==> src/rtl/baud_pkg.sv <==
// Shared constants and types for the baud tick generator (optional fractional
// divisor enabled by defining BAUD_FRAC_EN).
package baud_pkg;

  localparam int unsigned OS_DEF     = 16;
  localparam int unsigned MIN_DIV    = 2;
  localparam int unsigned DIV_W_DEF  = 16;
  localparam int unsigned FRAC_W_DEF = 4;

  typedef logic [$clog2(OS_DEF)-1:0] phase_t;

endpackage

==> src/rtl/baud_prescaler.sv <==
// Oversample prescaler: clamps the divisor, counts CLKIN cycles and emits os_tick.
// Defining BAUD_FRAC_EN adds the frac input and fractional accumulator.
module baud_prescaler
  import baud_pkg::*;
#(
  parameter int unsigned DIV_W = DIV_W_DEF
`ifdef BAUD_FRAC_EN
  ,
  parameter int unsigned FRAC_W = FRAC_W_DEF
`endif
) (
  input  logic             clk_i,
  input  logic             rst_i,
  input  logic             en_i,
  input  logic             resync_i,
  input  logic [DIV_W-1:0] div_i,
`ifdef BAUD_FRAC_EN
  input  logic [FRAC_W-1:0] frac_i,
`endif
  output logic             wrap_o,
  output logic             os_tick_o
);

  logic [DIV_W-1:0] pcnt_q, pcnt_d;
  logic [DIV_W-1:0] div_clamped;
  logic [DIV_W-1:0] term_cnt;
  logic             os_tick_q, os_tick_d;
  logic             wrap;

  assign div_clamped = (div_i < DIV_W'(MIN_DIV)) ? DIV_W'(MIN_DIV) : div_i;

`ifdef BAUD_FRAC_EN
  logic [FRAC_W-1:0] facc_q, facc_d;
  logic              carry_q, carry_d;

  // A pending carry stretches the current period by one cycle.
  assign term_cnt = div_clamped - DIV_W'(1) + DIV_W'(carry_q);
`else
  assign term_cnt = div_clamped - DIV_W'(1);
`endif

  // >= so that lowering div below the running count wraps on the next edge.
  assign wrap = en_i && !resync_i && (pcnt_q >= term_cnt);

  always_comb begin
    pcnt_d    = pcnt_q;
    os_tick_d = 1'b0;
`ifdef BAUD_FRAC_EN
    facc_d    = facc_q;
    carry_d   = carry_q;
`endif
    if (resync_i) begin
      pcnt_d  = '0;
`ifdef BAUD_FRAC_EN
      facc_d  = '0;
      carry_d = 1'b0;
`endif
    end else if (en_i) begin
      if (wrap) begin
        pcnt_d    = '0;
        os_tick_d = 1'b1;
`ifdef BAUD_FRAC_EN
        {carry_d, facc_d} = {1'b0, facc_q} + {1'b0, frac_i};
`endif
      end else begin
        pcnt_d = pcnt_q + DIV_W'(1);
      end
    end
  end

  always_ff @(posedge clk_i or posedge rst_i) begin
    if (rst_i) begin
      pcnt_q    <= '0;
      os_tick_q <= 1'b0;
`ifdef BAUD_FRAC_EN
      facc_q    <= '0;
      carry_q   <= 1'b0;
`endif
    end else begin
      pcnt_q    <= pcnt_d;
      os_tick_q <= os_tick_d;
`ifdef BAUD_FRAC_EN
      facc_q    <= facc_d;
      carry_q   <= carry_d;
`endif
    end
  end

  assign wrap_o    = wrap;
  assign os_tick_o = os_tick_q;

endmodule

==> src/rtl/baud_tick_gen.sv <==
// Baud tick generator top: oversample phase counter plus bit/mid-bit ticks.
// Defining BAUD_FRAC_EN enables the fractional divisor and the frac port.
module baud_tick_gen
  import baud_pkg::*;
#(
  parameter int unsigned DIV_W  = DIV_W_DEF,
  parameter int unsigned OS     = OS_DEF,
  parameter int unsigned FRAC_W = FRAC_W_DEF
) (
  input  logic                  CLKIN,
  input  logic                  RESET,
  input  logic                  en,
  input  logic [DIV_W-1:0]      div,
`ifdef BAUD_FRAC_EN
  input  logic [FRAC_W-1:0]     frac,
`endif
  input  logic                  resync,
  output logic                  os_tick,
  output logic                  bit_tick,
  output logic                  mid_tick,
  output logic [$clog2(OS)-1:0] phase
);

  localparam int unsigned PhW = $clog2(OS);

  if ((OS < 4) || ((OS & (OS - 1)) != 0)) begin : g_bad_os
    $error("baud_tick_gen: OS must be a power of two >= 4");
  end
  if (FRAC_W == 0) begin : g_bad_frac
    $error("baud_tick_gen: FRAC_W must be at least 1");
  end

  logic           wrap;
  logic [PhW-1:0] ph_q, ph_d;
  logic           bit_tick_q, bit_tick_d;
  logic           mid_tick_q, mid_tick_d;

  baud_prescaler #(
    .DIV_W    (DIV_W)
`ifdef BAUD_FRAC_EN
    ,
    .FRAC_W   (FRAC_W)
`endif
  ) u_prescaler (
    .clk_i    (CLKIN),
    .rst_i    (RESET),
    .en_i     (en),
    .resync_i (resync),
    .div_i    (div),
`ifdef BAUD_FRAC_EN
    .frac_i   (frac),
`endif
    .wrap_o   (wrap),
    .os_tick_o(os_tick)
  );

  // wrap already excludes resync and en=0, so ticks stay aligned with os_tick.
  always_comb begin
    ph_d       = ph_q;
    bit_tick_d = 1'b0;
    mid_tick_d = 1'b0;
    if (resync) begin
      ph_d = '0;
    end else if (wrap) begin
      ph_d       = ph_q + PhW'(1);
      bit_tick_d = (ph_q == PhW'(OS - 1));
      mid_tick_d = (ph_q == PhW'(OS / 2 - 1));
    end
  end

  always_ff @(posedge CLKIN or posedge RESET) begin
    if (RESET) begin
      ph_q       <= '0;
      bit_tick_q <= 1'b0;
      mid_tick_q <= 1'b0;
    end else begin
      ph_q       <= ph_d;
      bit_tick_q <= bit_tick_d;
      mid_tick_q <= mid_tick_d;
    end
  end

  assign bit_tick = bit_tick_q;
  assign mid_tick = mid_tick_q;
  assign phase    = ph_q;

endmodule
==> config.mk <==
export PLATFORM = sky130hd
export DESIGN_NAME = baud_tick_gen
export DESIGN_NICKNAME = d
export VERILOG_FILES = /design/src/rtl/baud_pkg.sv /design/src/rtl/baud_prescaler.sv /design/src/rtl/baud_tick_gen.sv
export SDC_FILE = /design/constraint.sdc
export NUM_CORES = 1
export LEC_CHECK = 0
export CORE_ASPECT_RATIO = 1.2
export CORE_UTILIZATION = 40
export CTS_CLUSTER_SIZE = 24
export DETAILED_ROUTE_END_ITERATION = 16
export MAX_ROUTING_LAYER = met4
export PLACE_DENSITY = 0.69
export SLEW_MARGIN = 20
export SYNTH_ARGS = -nofsm -noshare
export SYNTH_HDL_FRONTEND = slang
export SYNTH_SLANG_ARGS = --single-unit
==> constraint.sdc <==
create_clock -name CLKIN -period 7.4 [get_ports CLKIN]
set_clock_uncertainty 0.2 [all_clocks]
set_input_delay 0.74 -clock CLKIN [delete_from_list [all_inputs] [get_ports CLKIN]]
set_output_delay 0.74 -clock CLKIN [all_outputs]
set_load 0.005 [all_outputs]
### Word-level counts from Yosys, hierarchy flattened

Index checks and enable logic that the tools add are counted.
Widths: inputs -> output; s select.

| operators by class | value |
|---|---|
| shifts and indexed selects | 0 |
| equal/unequal tests | 2 |
| reduce and logical (&&, ||, !) cells | 5 |
| divide/modulo/power cells | 0 |
| multiply operators | 0 |
| bitwise logic cells | 0 |
| add/subtract/negate cells | 3 |
| multiplexer cells | 13 |
| magnitude comparators | 2 |

Operators with widths:

| operator | number |
|---|---|
| $mux 16 | 4 |
| $add 16x1->16 const B | 1 |
| $ge 16x16->1 | 1 |
| $lt 16x2->1 const B | 1 |
| $sub 16x1->16 const B | 1 |
| $mux 4 | 2 |
| $mux 1 | 7 |
| $add 4x1->4 const B | 1 |
| $eq 4x3->1 const B | 1 |
| $eq 4x4->1 const B | 1 |
| $reduce_bool 2->1 | 2 |
| $logic_and 1x1->1 | 2 |
| $logic_not 1->1 | 1 |

| word-level totals | value |
|---|---|
| bits in latches | 0 |
| memories | 0 |
| output and inout port bits | 7 |
| bits of input ports | 20 |
| bits in read-only memories | 0 |
| RAM bits | 0 |
| register bits | 23 |

### Logic depth before layout (Yosys ltp)

Gate-level depths: netlist of the first run.

| depth | value |
|---|---|
| word-level depth | 8 |
| depth in mapped cells | 16 |
| mapped depth without buffers | 15 |

### Hierarchy

Synthesis of the first run repeated with hierarchy kept, for this count alone.

| unflattened totals | value |
|---|---|
| cell total of the unflattened synthesis | 204 |
| area total of the unflattened synthesis | 1,851.8 um^2 |

By module, submodules not included:

| module | sequential area each (um^2) | area an instance (um^2) | cells an instance | times used |
|---|---|---|---|---|
| baud_prescaler | 425.4 | 1,584.0 | 180 | 1 |
| baud_tick_gen | 150.1 | 267.8 | 24 | 1 |

### Least setup slack after synthesis of the first run

Ideal clock, no wire load.

| timing | value |
|---|---|
| path kind | input-to-reg |
| start point | input div[8] |
| end point | register u_prescaler.pcnt_q[13] |
| stages | 16 |
| slack | 2.190 ns |
| arrival | 4.874 ns |
| path buffers | 1 |
| setup time | 0.136 ns |
| cell sequence | or4_4 -> nand4bb_1 -> nor4b_2 -> nand2b_1 -> ha_1 -> or3b_2 -> or3b_1 -> nor3_2 -> xnor2_1 -> ha_1 -> nand4_2 -> or3_4 -> a311o_4 -> a31oi_4 -> buf_6 -> nor3_1 |

| on the way | value |
|---|---|
| word-level cells in the longest chain between the ends | 8 |

Ends and longest elaborated chain:

| item | RTL line | RTL |
|---|---|---|
| start: declaration | baud_tick_gen.sv:13 | `input logic [DIV_W-1:0] div,` |
| $lt 16x2->1 | baud_prescaler.sv:30 | `assign div_clamped = (div_i < DIV_W'(MIN_DIV)) ? DIV_W'(MIN_DIV) : div_i;` |
| $mux 16 * | baud_prescaler.sv:30 |  |
| $sub 16x1->16 * | baud_prescaler.sv:39 | `assign term_cnt = div_clamped - DIV_W'(1);` |
| $ge 16x16->1 * | baud_prescaler.sv:43 | `assign wrap = en_i && !resync_i && (pcnt_q >= term_cnt);` |
| $logic_and 1x1->1 * | baud_prescaler.sv:43 |  |
| $mux 16 * | baud_prescaler.sv:59 | `if (wrap) begin` |
| $mux 16 * | baud_prescaler.sv:58 | `end else if (en_i) begin` |
| $mux 16 * | baud_prescaler.sv:52 | `if (resync_i) begin` |
| end signal: assignment | baud_prescaler.sv:80 | `pcnt_q <= pcnt_d;` |
| end: declaration | baud_prescaler.sv:24 | `logic [DIV_W-1:0] pcnt_q, pcnt_d;` |

Mark *: on every way between the ends. The rest lies on a longest branch, timed or not. The select of a mux whose other input is x is not followed.
A chain may end at the register's enable or synchronous reset.

### Worst setup path in the final report of the first run

| timing | value |
|---|---|
| start point | input div[6] |
| end point | register mid_tick_q, in the netlist mid_tick |

| on the way | value |
|---|---|
| word-level cells in the longest chain between the ends | 7 |

Ends and longest elaborated chain:

| item | RTL line | RTL |
|---|---|---|
| $lt 16x2->1 | baud_prescaler.sv:30 |  |
| $mux 16 * | baud_prescaler.sv:30 |  |
| $sub 16x1->16 * | baud_prescaler.sv:39 |  |
| $ge 16x16->1 * | baud_prescaler.sv:43 |  |
| $logic_and 1x1->1 * | baud_prescaler.sv:43 |  |
| $mux 1 * | baud_tick_gen.sv:64 | `end else if (wrap) begin` |
| $mux 1 * | baud_tick_gen.sv:62 | `if (resync) begin` |
| named net mid_tick_d | baud_tick_gen.sv:36 | `logic mid_tick_q, mid_tick_d;` |
| end signal: assignment | baud_tick_gen.sv:79 | `mid_tick_q <= mid_tick_d;` |
| end: declaration | baud_tick_gen.sv:36 |  |

Mark *: on every way through the listed nets, which the timed path passes. The rest lies on a longest branch.

==> results of run 1 <==
-- sequential cells by signal, indices dropped and copies added (netlist names) --
register,flops
u_prescaler.pcnt_q,16
phase,4
bit_tick,1
mid_tick,1
u_prescaler.os_tick_o,1
-- logic make-up after synthesis --
kind of cell             after synthesis
AO/OA/AOI/OAI                         30
buffers and inverters                 13
AND/OR/NAND/NOR                      100
flip-flops                            23
XOR/XNOR                              26
adder cells (fa/ha/maj)               19
-- layout by cell type, fill, tap and decap left out, drive strengths merged, types with 8 or more instances in the layout --
master	n
ha	19
xor2	11
dfrtp	23
nand4	13
nor2	11
inv	8
nor3	28
nand2	13
xnor2	15
clkdlybuf4s50	26
o21ai	8
a21oi	8
-- per-layer routing --
layer	wire length, microns	vias to the layer above	track usage [%]
li1	-	839	-
met3	156	0	2.50
met5	0	-	-
met4	0	0	1.52
met1	1880	813	22.5
met2	2410	32	36.8
-- worst max-delay path by stage --
stage,to,slack (ps),cells after the start,from
finish,mid_tick$_DFF_PP0_,1490,16,div[6]
global route,mid_tick$_DFF_PP0_,1170,16,div[6]
CTS,mid_tick$_DFF_PP0_,1490,16,div[6]
detailed placement,mid_tick$_DFF_PP0_,1210,16,div[6]
global placement,mid_tick$_DFF_PP0_,1360,16,div[6]
floorplan,u_prescaler.pcnt_q[13]$_DFFE_PP0P_,2190,16,div[8]
-- worst max-delay path: cells and delay by family --
kind | cells | cell delay [ps]
simple gates | 10 | 3240
compound gates | 2 | 840
buf+inv | 1 | 480
fa+ha+maj | 2 | 480
xor+xnor | 1 | 90
-- power by group --
| part | total, mW | switching [mW] | internal (mW) | leakage [nW] |
|---|---|---|---|---|
| combinational | 0.0490 | 0.0254 | 0.0236 | 0.555 |
| sequential | 0.132 | 0.00381 | 0.128 | 0.318 |
| clock | 0.0815 | 0.0434 | 0.0381 | 0.0217 |
| total | 0.262 | 0.0726 | 0.190 | 0.895 |
-- per-stage QoR --
step | cell area (sq um) | util, %
final | 2280 | 49.7
after detailed placement | 2230 | 48.6
after floorplan | 1920 | -
after CTS | 2280 | 49.7
after global routing | 2280 | 49.7
after global placement | 2230 | 48.6
-- final cells by class --
cell class | count | area, sq um | area share [%]
Clock buffer | 3 | 41.3 | 1.81
Clock inverter | 1 | 7.51 | 0.329
Inverter | 8 | 30.0 | 1.32
Multi-Input combinational cell | 175 | 1290 | 56.4
Sequential cell | 23 | 576 | 25.2
Tap cell | 58 | 72.6 | 3.18
Timing Repair Buffer | 27 | 268 | 11.7
==> flow_summary.yaml, run 1 <==
worst_setup_path:
  rrSetupSlack_ps: 4620
  cp_slowest_stage_delay_ps: 570
  crit_top_cell: "ha_1"
  cp-end-kind: "flop"
  crit_arrival_ps: 5890
  reg2reg_depth: 6
  cp-start-kind: "input pin"
  slowest_stage: "or4_4"
  crit_type: "in2reg"
  reg2reg_to: "mid_tick$_DFF_PP0_"
  r2r-start: "u_prescaler.pcnt_q[13]$_DFFE_PP0P_"
  required_ps: 7380
  worstPathCellList: "clkdlybuf4s50_1 -> or4_4 -> nand4bb_1 -> nor4b_2 -> nand2b_1 -> ha_1 -> or3b_2 -> or3b_1 -> nor3_2 -> xnor2_1 -> ha_1 -> nand4_2 -> or3_4 -> a311o_4 -> a31oi_4 -> nor4b_4"
  cp_max_fo: 17
logic_synthesis:
  ys_ff_latch: 23
  synth_top_cell_area_share_pct: 30.0
  ys_seq_area_share_pct: 30.0
  synth_simple_gate_area_share_pct: 31.7
  synth_commonest_cells: "27 x nor3_1, 23 x dfrtp_1, 19 x ha_1"
  yosysUniqueCellTypes: 45
  yosysWarnings: 0
  ys.flop_type: "dfrtp_1"
  synth-xor-area-share_pct: 11.9
  synth.largest_area_cell: "dfrtp_1"
  synth_top_family_by_area: "simple AND/OR/NAND/NOR gates"
  synth_most_common_cell: "nor3_1"
  synth_area_leaders: "dfrtp_1 30%, ha_1 12%, nor3_1 7.0%"
  syn_nets: 250
  syn_area_sq_mm: 0.00192
  synth-edff-count: 0
  synth_compound_gate_area_share_pct: 11.1
  async_flop_share_pct: 100
  avgSynthCellArea_sq_um: 9.10
  synthAdderAreaFrac_pct: 12.4
  synth_cells: 211
  synth_mux_area_share_pct: 0
placement:
  place_ws_ps: 1210
  hpwl_mm: 3.41
  io_buffers: 26
  gp_congestion: 0.809
  place_inst: 291
sta:
  max_clock_freq_mhz: 169
  finalCritPeriodShare_pct: 79.8
  whs_ps: 375
  setup_viol: 0
  fin_tns_setup_ps: 0
  fin_ws_ps: 1490
  hold_violations: 0
  tightest_slew_ps: 897
  drv_slew: 0
  fin_crit_ps: 5910
  slew_headroom_pct: 40.1
  rsz0062_at_grt: "false"
worst_hold_path:
  hold_depth: 2
  hold_class: "reg2reg"
  min_from: "u_prescaler.pcnt_q[15]$_DFFE_PP0P_"
  hold-path-endpoint: "u_prescaler.pcnt_q[15]$_DFFE_PP0P_"
cts:
  cts_resized: 0
  path_clk_slew_ps: 90
  htreeDepth: 1
  postCtsSetupBuffers: 0
  clock_path_buffers: 2
  holdBufCountCts: 0
  numCtsBuffers: 3
  tritoncts: "yes"
  cts_sinks: 23
  clk_latency_ps: 270
  clockRootBuffer: "clkbuf_8"
drt:
  routed_wl_mm: 4.44
  drcViolationCount: 0
  wl_per_cell_microns: 15.1
  firstDrtPassIters: 4
  ant_nets: 0
  initialDrtViolationCount: 130
  avgViaCountPerCell: 5.71
  dr_total_vias: 1684
floorplanning:
  rows: 27
  design.core.area_sq_mm: 0.00459
  dieWidth_microns: 65.2
  num_io_pins: 27
  die_h_microns: 77.9
  die-area_sq_mm: 0.00508
  start_util_pct: 41.8
global_routing:
  grt_max_degree: 31
  grt_pass1_vias: 1694
  grt_pass1_wl_mm: 7.69
  antenna_found_initial: 0
  grt-ovfl-total: 0
  grt_usage_pct: 19.6
final_layout:
  nets: 277
  final.fill_count: 469
  area.growth.synth_to_final_pct: 18.9
  layout.cells.non_filler: 295
  num_antenna_cells: 0
  drive_gt1_share_pct: 8.02
pwr:
  power_mw: 0.262
  p_leak_nw: 0.895
  peakVddDrop_mv: 0.0944
  power_density_mw_per_mm2: 115
status:
  outcome: "finished, final reports clean"
job:
  drv_cap: 0
(Power assumes the default switching activity.)
==> inputs of run 2 (changes only) <==
PLACE_DENSITY = 0.71   (was 0.69)
clock period = 5.1 ns   (was 7.4 ns; I/O delays follow)
==> run 2 against run 1 <==
Non-clock buffer count is 25 higher. Critical path depth is 2 higher. Via count is 5.9% higher. Routed wire length is 5.2% higher. Utilization is 6.8 points higher. Critical path type unchanged. Largest cell class unchanged.
==> flow_summary.yaml, run 2 (synthesis gave the netlist of run 1 again) <==
global_routing:
  grt_pass1_vias: 1708
  grt_usage_pct: 19.7
  antenna_found_initial: 0
  grt-ovfl-total: 0
  grt_max_degree: 31
  grt_pass1_wl_mm: 7.73
drt:
  routed_wl_mm: 4.67
  firstDrtPassIters: 4
  dr_total_vias: 1783
  wl_per_cell_microns: 14.6
  drcViolationCount: 0
  initialDrtViolationCount: 61
  ant_nets: 0
  avgViaCountPerCell: 5.57
placement:
  gp_congestion: 0.822
  place_ws_ps: -394
  hpwl_mm: 3.48
  io_buffers: 26
worst_setup_path:
  crit_arrival_ps: 4810
  path_buf_inv: 3
  slowest_stage: "clkdlybuf4s50_1"
  reg2reg_to: "u_prescaler.pcnt_q[13]$_DFFE_PP0P_"
  cp_top_family: "simple AND/OR/NAND/NOR gates"
  cp-end-kind: "flop"
  required_ps: 5050
  cp_max_fo: 7
  crit_type: "in2reg"
  r2r-start: "u_prescaler.pcnt_q[11]$_DFFE_PP0P_"
  cp-start-kind: "input pin"
  worstPathCellList: "clkdlybuf4s50_1 -> nor3_1 -> nand4bb_4 -> nor4b_4 -> nand2b_4 -> ha_2 -> or3b_4 -> or3b_4 -> nor3_4 -> xnor2_1 -> ha_1 -> nand4_2 -> or3_4 -> a311o_4 -> a31oi_4 -> buf_6 -> buf_12 -> nor3_1"
  rrSetupSlack_ps: 2570
  cp_slowest_stage_delay_ps: 420
  reg2reg_depth: 8
final_layout:
  final_common_cell: "nor3_1"
  top_register: "u_prescaler.pcnt_q"
  drive_gt1_share_pct: 19.1
  final.fill_count: 451
  final_cell_mix: "26 x nor3_1, 23 x dfrtp_1, 22 x clkdlybuf4s50_1, 22 x buf_4, 18 x ha_1"
  area.growth.synth_to_final_pct: 35.2
  nets: 302
  largest_reg_flops: 16
  final_core_util_pct: 56.5
  num_antenna_cells: 0
  multi_input_area_sq_mm: 0.00135
  regArea_sq_um: 576
job:
  drv_cap: 0
pwr:
  peakVddDrop_mv: 0.123
  comb_power_share_pct: 20.8
  p_int_mw: 0.284
  p_sw_mw: 0.110
  power_density_mw_per_mm2: 152
  power_mw: 0.394
  power_switching_share_pct: 28.0
  clockPowerShare_pct: 30.6
  seq_power_share_pct: 48.7
  p_leak_nw: 1.09
sta:
  slew_headroom_pct: 40.9
  drv_slew: 0
  hold_violations: 0
  max_clock_freq_mhz: 206
  whs_ps: 358
  setup_viol: 0
  fin_crit_ps: 4870
  finalCritPeriodShare_pct: 95.4
  tightest_slew_ps: 885
  fin_ws_ps: 235
  rsz0062_at_grt: "false"
cts:
  tritoncts: "yes"
  numCtsBuffers: 3
  path_clk_slew_ps: 90
  htreeDepth: 1
  clk_latency_ps: 270
  clock_path_buffers: 2
  holdBufCountCts: 0
  cts_sinks: 23
  clockRootBuffer: "clkbuf_8"
floorplanning:
  num_io_pins: 27
  rows: 27
  design.core.area_sq_mm: 0.00459
  start_util_pct: 41.8
  die-area_sq_mm: 0.00508
  die_h_microns: 77.9
  dieWidth_microns: 65.2
worst_hold_path:
  hold_depth: 1
  hold-path-endpoint: "mid_tick$_DFF_PP0_"
  min_from: "phase[3]$_DFFE_PP0P_"
  hold_class: "reg2reg"
status:
  outcome: "finished, final reports clean"
==> run 2: cell count changes in the layout (fill, tap and decap cells not counted), moves of 2 or more <==
cell,before,now
buf_4,1,22
dlymetal6s2s_1,0,4
or3b_4,0,2
buf_12,0,2
clkdlybuf4s50_1,26,22
==> run 2: routing by layer <==
metal	vias to the layer above	global-route usage, %	part of all wire (%)
li1	889	-	-
met4	0	3.70	0.56
met2	38	34.5	54
met1	854	24.1	42
met3	2	2.35	2.8
met5	-	-	0
==> run 2: power groups by stage <==
| stage | Combinational (mW) | Sequential, mW | Clock (mW) |
|---|---|---|---|
| after CTS | 0.0808 | 0.192 | 0.124 |
| after global routing | 0.0911 | 0.193 | 0.133 |
| after global placement | 0.0775 | 0.195 | 0 |
| after floorplan | 0.0372 | 0.194 | 0 |
| after detailed placement | 0.0784 | 0.196 | 0 |
| final | 0.0817 | 0.192 | 0.120 |
==> run 2: worst max-delay path by stage <==
stage             from                                 end  slack [ps]  depth (start not counted)
2_1_floorplan   div[8]  u_prescaler.pcnt_q[13]$_DFFE_PP0P_         120                         16
3_3_place_gp    div[8]   u_prescaler.pcnt_q[8]$_DFFE_PP0P_        -300                         17
3_5_place_dp    div[8]  u_prescaler.pcnt_q[13]$_DFFE_PP0P_        -390                         17
4_1_cts         div[8]  u_prescaler.pcnt_q[13]$_DFFE_PP0P_          20                         18
5_1_grt        div[10]                  bit_tick$_DFF_PP0_          40                         17
6_report       div[10]  u_prescaler.pcnt_q[13]$_DFFE_PP0P_         230                         18
==> run 2: final cells by class <==
| type | instances | share of cell area, % |
|---|---|---|
| Timing Repair Buffer | 52 | 19.8 |
| Tap cell | 58 | 2.80 |
| Clock inverter | 1 | 0.289 |
| Multi-Input combinational cell | 175 | 52.2 |
| Inverter | 8 | 1.16 |
| Clock buffer | 3 | 1.59 |
| Sequential cell | 23 | 22.2 |
==> run 2: what timing repair did <==
item	CTS	global route
endpoints found under the hold margin	0	0
gates resized for setup	7	9
cloned	1	0
buffers inserted	2	1
pin swaps	3	10
setup endpoints to repair	17	21
==> run 2: stage by stage <==
stage / TNS, ps / instances / cell area [sq um]
after global placement: -5850 / 312 / 2400
after detailed placement: -7790 / 312 / 2400
final: 0 / 320 / 2590
after global routing: 0 / 320 / 2590
after CTS: 0 / 319 / 2550
after floorplan: 0 / 211 / 1920
